### config.mk
export PLATFORM = sky130hd
export DESIGN_NAME = alu_input_ctrl
export DESIGN_NICKNAME = d
export VERILOG_FILES = /design/src/rtl/alu_input_ctrl.sv
export SDC_FILE = /design/constraint.sdc
export NUM_CORES = 1
export LEC_CHECK = 0
export CORE_ASPECT_RATIO = 1.1
export CORE_UTILIZATION = 40
export CTS_CLUSTER_SIZE = 30
export DETAILED_ROUTE_END_ITERATION = 10
export PLACE_DENSITY = 0.71
export SKIP_CTS_REPAIR_TIMING = 1
export SLEW_MARGIN = 20
export SYNTH_ARGS = -nofsm -noshare
export SYNTH_HDL_FRONTEND = slang
export SYNTH_SLANG_ARGS = --single-unit
### constraint.sdc
create_clock -name clk -period 3.4 [get_ports clk]
set_input_delay 0.34 -clock clk [delete_from_list [all_inputs] [get_ports clk]]
set_output_delay 0.34 -clock clk [all_outputs]
set_load 0.01 [all_outputs]
### src/rtl/alu_input_ctrl.sv
// Operand/opcode loader and result register for the TP1 ALU board.
// Define ALU_INPUT_CTRL_FREE_ORDER_EN for unordered loading.
module alu_input_ctrl #(
  parameter int NB_DATA = 8,
  parameter int NB_OP   = 6
) (
  input  logic               clk,
  input  logic               rst_n,
  input  logic               pulse_a,
  input  logic               pulse_b,
  input  logic               pulse_op,
  input  logic [NB_DATA-1:0] sw,
  input  logic [NB_DATA-1:0] alu_result,
  output logic [NB_DATA-1:0] data_a,
  output logic [NB_DATA-1:0] data_b,
  output logic [NB_OP-1:0]   op,
  output logic [NB_DATA-1:0] result_q,
  output logic               result_valid,
  output logic               seq_err,
  output logic [2:0]         state
);

  typedef enum logic [2:0] {
    WAIT_A  = 3'd0,
    WAIT_B  = 3'd1,
    WAIT_OP = 3'd2,
    EXEC    = 3'd3,
    SHOW    = 3'd4
  } state_e;

  state_e             state_q, state_d;
  logic [NB_DATA-1:0] data_a_q, data_a_d;
  logic [NB_DATA-1:0] data_b_q, data_b_d;
  logic [NB_OP-1:0]   op_q, op_d;
  logic [NB_DATA-1:0] result_d;
  logic               result_valid_q, result_valid_d;
  logic               seq_err_q, seq_err_d;

`ifdef ALU_INPUT_CTRL_FREE_ORDER_EN
  logic va_q, va_d;
  logic vb_q, vb_d;
  logic vo_q, vo_d;

  always_comb begin
    data_a_d       = data_a_q;
    data_b_d       = data_b_q;
    op_d           = op_q;
    result_d       = result_q;
    result_valid_d = result_valid_q;
    seq_err_d      = 1'b0;
    va_d           = va_q | pulse_a;
    vb_d           = vb_q | pulse_b;
    vo_d           = vo_q | pulse_op;
    if (pulse_a)  data_a_d = sw;
    if (pulse_b)  data_b_d = sw;
    if (pulse_op) op_d     = sw[NB_OP-1:0];
    // result tracks the ALU one edge behind the operand registers
    if (va_q && vb_q && vo_q) begin
      result_d       = alu_result;
      result_valid_d = 1'b1;
    end
    state_d = (va_d && vb_d && vo_d) ? SHOW : WAIT_A;
  end

  always_ff @(posedge clk) begin
    if (!rst_n) begin
      va_q <= 1'b0;
      vb_q <= 1'b0;
      vo_q <= 1'b0;
    end else begin
      va_q <= va_d;
      vb_q <= vb_d;
      vo_q <= vo_d;
    end
  end
`else
  logic acc, rej;

  always_comb begin
    data_a_d       = data_a_q;
    data_b_d       = data_b_q;
    op_d           = op_q;
    result_d       = result_q;
    result_valid_d = result_valid_q;
    seq_err_d      = seq_err_q;
    state_d        = state_q;
    acc            = 1'b0;
    rej            = 1'b0;
    case (state_q)
      WAIT_A: begin
        acc = pulse_a;
        rej = pulse_b | pulse_op;
        if (pulse_a) begin
          data_a_d = sw;
          state_d  = WAIT_B;
        end
      end
      WAIT_B: begin
        acc = pulse_b;
        rej = pulse_a | pulse_op;
        if (pulse_b) begin
          data_b_d = sw;
          state_d  = WAIT_OP;
        end
      end
      WAIT_OP: begin
        acc = pulse_op;
        rej = pulse_a | pulse_b;
        if (pulse_op) begin
          op_d    = sw[NB_OP-1:0];
          state_d = EXEC;
        end
      end
      EXEC: begin
        rej            = pulse_a | pulse_b | pulse_op;
        result_d       = alu_result;
        result_valid_d = 1'b1;
        state_d        = SHOW;
      end
      SHOW: begin
        acc = pulse_a;
        rej = pulse_b | pulse_op;
        if (pulse_a) begin
          data_a_d       = sw;
          result_valid_d = 1'b0;
          state_d        = WAIT_B;
        end
      end
      default: state_d = WAIT_A;
    endcase
    // an error in the same cycle wins over the clear
    if (rej)      seq_err_d = 1'b1;
    else if (acc) seq_err_d = 1'b0;
  end
`endif

  always_ff @(posedge clk) begin
    if (!rst_n) begin
      state_q        <= WAIT_A;
      data_a_q       <= '0;
      data_b_q       <= '0;
      op_q           <= '0;
      result_q       <= '0;
      result_valid_q <= 1'b0;
      seq_err_q      <= 1'b0;
    end else begin
      state_q        <= state_d;
      data_a_q       <= data_a_d;
      data_b_q       <= data_b_d;
      op_q           <= op_d;
      result_q       <= result_d;
      result_valid_q <= result_valid_d;
      seq_err_q      <= seq_err_d;
    end
  end

  assign data_a       = data_a_q;
  assign data_b       = data_b_q;
  assign op           = op_q;
  assign result_valid = result_valid_q;
  assign seq_err      = seq_err_q;
  assign state        = state_q;

endmodule
==> Word level (Yosys, flattened, before mapping) <==
Index checks and enable logic that the tools add are counted.
{ "word_totals": {"in_bits": 21, "out_inout_bits": 35, "word_cells": 38, "reg_bits": 35} }
{ "classes": {"bitwise_logic": 4, "n_mux": 10, "reduce_logical": 9, "eq_ne": 8} }
{ "op_table": {"columns": ["operator", "count"], "rows": [
  ["$pmux 3 s4", 1],
  ["$mux 3", 3],
  ["$reduce_and 2->1", 4],
  ["$eq 3x2->1 const B", 2],
  ["$ne 2x2->1 const B", 3],
  ["$or 1x1->1", 4],
  ["$pmux 1 s4", 1],
  ["$reduce_bool 2->1", 2],
  ["$eq 3x1->1 const B", 1],
  ["$eq 3x3->1 const B", 1],
  ["$logic_not 3->1", 1],
  ["$mux 1", 3],
  ["$pmux 1 s3", 1],
  ["$reduce_and 3->1", 1],
  ["$ne 2x1->1 const B", 1],
  ["$pmux 1 s2", 1],
  ["$reduce_or 2->1", 1]
]} }

==> Logic depth before layout (Yosys ltp) <==
{ "logic_depth": {"ltp_word": 5, "depth_mapped": 5, "ltp_nobuf": 3} }

==> Worst setup path before layout <==
OpenSTA, ideal clock, no wires.
{ "synth_timing": {"path_type": "register -> register", "startpoint": "register state_q[0] (netlist: state[0])", "endpoint": "register seq_err_q (netlist: seq_err)", "slack_ns": 2.070, "period_less_slack_ns": 1.330, "t_arrival_ns": 1.210, "required_time_ns": 3.280, "setup_ns": 0.120, "n_path_buf": 2, "stages_incl_launch_ff": 6, "path_cell_list": "dfxtp_1 -> buf_4 -> and4bb_1 -> buf_4 -> nor4b_2 -> o31a_1"} }
{ "synth_between": {"elab_chain_len": 4, "elab_cells_between_ends": 10, "cone_classes": "eq/ne (4); mux (3); reduce/logical (3)"} }
{ "synth_rtl": {"columns": ["element", "line", "text"], "rows": [
  ["start, declared", "31", "state_e state_q, state_d;"],
  ["start signal, assigned", "147", "state_q <= state_d;"],
  ["$eq 3x3->1 / $logic_not 3->1 (equally long branches)", "89", "case (state_q)"],
  ["$reduce_or 2->1 (no line)", null, null],
  ["$pmux 1 s4 / $pmux 1 s3 (equally long branches)", "89", null],
  ["$mux 1 / $reduce_bool 2->1 (equally long branches)", null, null],
  ["end signal, assigned", "153", "seq_err_q <= seq_err_d;"],
  ["end, declared", "37", "logic seq_err_q, seq_err_d;"]
]} }
Several ways; a longest one is shown, not always the timed one.
A chain may end at the register's enable or synchronous reset.

==> Worst setup path after layout <==
{ "layout_timing": {"startpoint": "register state_q[1] (netlist: state[1])", "endpoint": "output state[1]"} }
{ "layout_lines": {"columns": ["element", "line", "text"], "rows": [
  ["end, declared", "20", "output logic [2:0] state"]
]} }
No word-level cell between the ends.

==> impl_results.md <==
* Worst-case vdd ir drop at between 0.2 and 0.25 mV
* Headroom to the max-slew limit at 0.390
* Run status: completed
* Number of nets in the final layout at a little under 200
* Time the final worst path needs with I/O delays and setup at between 1.5 and 2 ns
* Startpoint Class: flip-flop
* Share of synthesized area occupied by flip-flops and latches at 0.492
* Pin count of the biggest net entering global routing at 36
* CP Max Fanout at 11
* Met1 track utilization from global routing at 0.193
* Number of pins exceeding their max-slew limit in the final report at 0
* DRC violations left at 0
* Number of hold violations in the final report at 0
* TritonCTS Buffers at 5
* R2R cell count at 3
* Source-to-sink clock delay at the later pin of the worst-skew pair at ~0.32 ns
* WHS Path Cells at 2
* Post-route setup TNS at 0 ns
* Final worst path period share at 0.541
* Main area contributors after synthesis: dfxtp_1 (49%), mux2i_1 (22%), nor2b_1 (14%), and4bb_1 (1.8%), buf_4 (1.6%)
* Die footprint at approximately 3800 um2
* Overflow left after global routing at 0
* Util after Layout at 0.603
* Core box area at approximately 3400 um2
* FMAX at 544 MHz
* Mean number of vias per cell at around 4.7
* I/O pin count at 56
* Cell Area, Synth at around 1400 um2
* CTS Root Buffer Type: clkbuf_4
* Antenna Diode Count at 0
* Crit path capture type: output port
* CP delay by family, top: buffers and inverters
* Slowest cell on the critical path: clkdlybuf4s50_1
* HPWL after DPL at 2.11 mm
* Bufs on Longest Clock Path at 2
* Clk sink count at 35
* Transition time at the pin with the least slew margin at slightly above 0.9 ns
* Leading register cell type out of synthesis: dfxtp_1
* Core Rows at 22
* Post-synthesis to final-layout area growth at 42.1%
* Critical-path cell list: clkdlybuf4s50_1
* Number of search-and-repair iterations in the first detailed-routing pass at 2
* Initial antenna violation count at 0
* Number of design-rule violations left by the first detailed-router iteration at 74
* Number of nets with antenna violations after detailed routing at 0
* Routing usage on met2 at 0.280
* Starting density of the core at 0.424
* Share of the synthesized area in the top cell type at 0.492
* Clock Skews at 0.00572 ns
* Synthesized area divided by synthesized cell count at approximately 11 um2
* Number of global-route vias before repair at 1075
* Avg WL per Cell at between 10 and 15 um
* Critical path class: reg2out
* DIE HEIGHT at around 65 um
* Global placement routability congestion at ~0.75
* Total track usage at 0.171
* Wire length of the first global-routing pass at 4.78 mm
* Total detailed-routing wirelength at about 2.9 mm
* Sum of buffers and inverters on the critical path at 1
* Number of warnings printed during yosys synthesis at 0
* Number of H-tree levels at 2
* Max incr delay on CP at roughly 0.61 ns
* Max capacitance violation total at 0
* TritonCTS clock tree: built
* Net count after synthesis at around 150
* Logic depth of the worst setup path including buffers at 1
* Unrepaired setup endpoints after global routing: no
* Number of distinct library cell variants in the gate-level netlist after synthesis at 22
* Post-synth EDFFs at 0
* Top cell types by occurrence after synthesis: dfxtp_1 (35), mux2i_1 (31), nor2b_1 (31), buf_4 (3), clkbuf_1 (3)
* Setup Slack @ Placement at between 1 and 1.5 ns
* M3 GR Usage at 0.0519
* Worst endpoint required time at 3.06 ns
* Layer with the highest usage after global routing: met2
* Ratio of cells with drive above 1 in the final layout at 0.0506
* Gate count of the mapped netlist at 124
* Power Dens Cells at 388 nW/um2
* P_leak at 0.744 nW
* Fraction of synthesis flops using an asynchronous set or reset pin at 0
* Crit path DAT at 1.50 ns
* DR vias at 1054
* # setup viols final at 0
* Horizontal die dimension at 58.9 um
* Number of I/O port buffers at 55
* Library cell occupying the most area in the post-synthesis netlist: dfxtp_1
* Clk slew on worst S/H paths at ~0.1 ns
* Final critical-path setup slack at about 1.6 ns
* Total of flip-flops plus latches after synthesis at 35
* Count leader, synth: dfxtp_1
* Type of the tightest min-delay check: reg2reg
## cells in the final DEF, fill, tap and decap left out
| master | count |
|---|---|
| a21bo_2 | 1 |
| a21boi_0 | 1 |
| a21boi_1 | 1 |
| a21oi_1 | 1 |
| and4bb_1 | 2 |
| clkbuf_1 | 2 |
| clkbuf_4 | 5 |
| clkdlybuf4s50_1 | 55 |
| clkinv_2 | 1 |
| dfxtp_1 | 35 |
| mux2i_1 | 31 |
| nand3b_1 | 1 |
| nor2_1 | 1 |
| nor2b_1 | 31 |
| nor3_1 | 1 |
| nor3b_1 | 1 |
| nor3b_4 | 1 |
| nor4b_1 | 1 |
| nor4b_2 | 1 |
| o21ai_0 | 2 |
| o31a_1 | 2 |
| or4b_1 | 1 |
## metrics by stage
stage,power [mW],cell area [um2],instances,hold slack (ns)
2_1_floorplan,0.521,1430,124,0.468
3_3_place_gp,0.585,1970,218,0.502
3_5_place_dp,0.589,1970,218,0.508
4_1_cts,0.797,2020,226,0.534
5_1_grt,0.832,2020,226,0.554
6_report,0.785,2020,226,0.526
## layout make-up
| type | count | area, um2 |
|---|---|---|
| timing repair buffer | 55 | 551 |
| clock buffer | 7 | 45.0 |
| multi-input combinational | 80 | 663 |
| clock inverter | 1 | 5.00 |
| sequential | 35 | 701 |
| fill | 301 | 1330 |
| tap | 48 | 60.1 |
## per-layer routing
metal  wire length, um  vias up
li1                  -      531
met1              1290      491
met2              1460       25
met3               137        7
met4                60        0
met5                 0        -
## logic make-up (layout without fill, tap and decap cells)
logic type / Yosys count / in the layout / share of synthesized area
compound gates: 8 / 8 / 0.0404
flops: 35 / 35 / 0.492
mux: 31 / 31 / 0.218
simple gates: 41 / 41 / 0.207
buf+inv: 9 / 63 / 0.0430
## final timing paths
| check | end | slack (ns) | startpoint |
|---|---|---|---|
| setup / recovery | state[1] | 1.56 | state[1]$_SDFFE_PN0P_ |
| hold / removal | op[4]$_SDFFE_PN0P_ | 0.53 | op[4]$_SDFFE_PN0P_ |
| setup reg to reg | seq_err$_SDFFE_PN0P_ | 1.74 | state[0]$_SDFFE_PN0P_ |
| hold reg to reg | op[4]$_SDFFE_PN0P_ | 0.53 | op[4]$_SDFFE_PN0P_ |
## power by group
part           switching (mW)  internal [mW]
clock                   0.127         0.0806
combinational          0.0509         0.0840
sequential             0.0149          0.428
total                   0.193          0.593
## state kept, by name, indices dropped and copies added (netlist names)
name          count
data_a            8
data_b            8
op                6
result_q          8
result_valid      1
seq_err           1
state             3
Power figures use the tool's default switching activity.
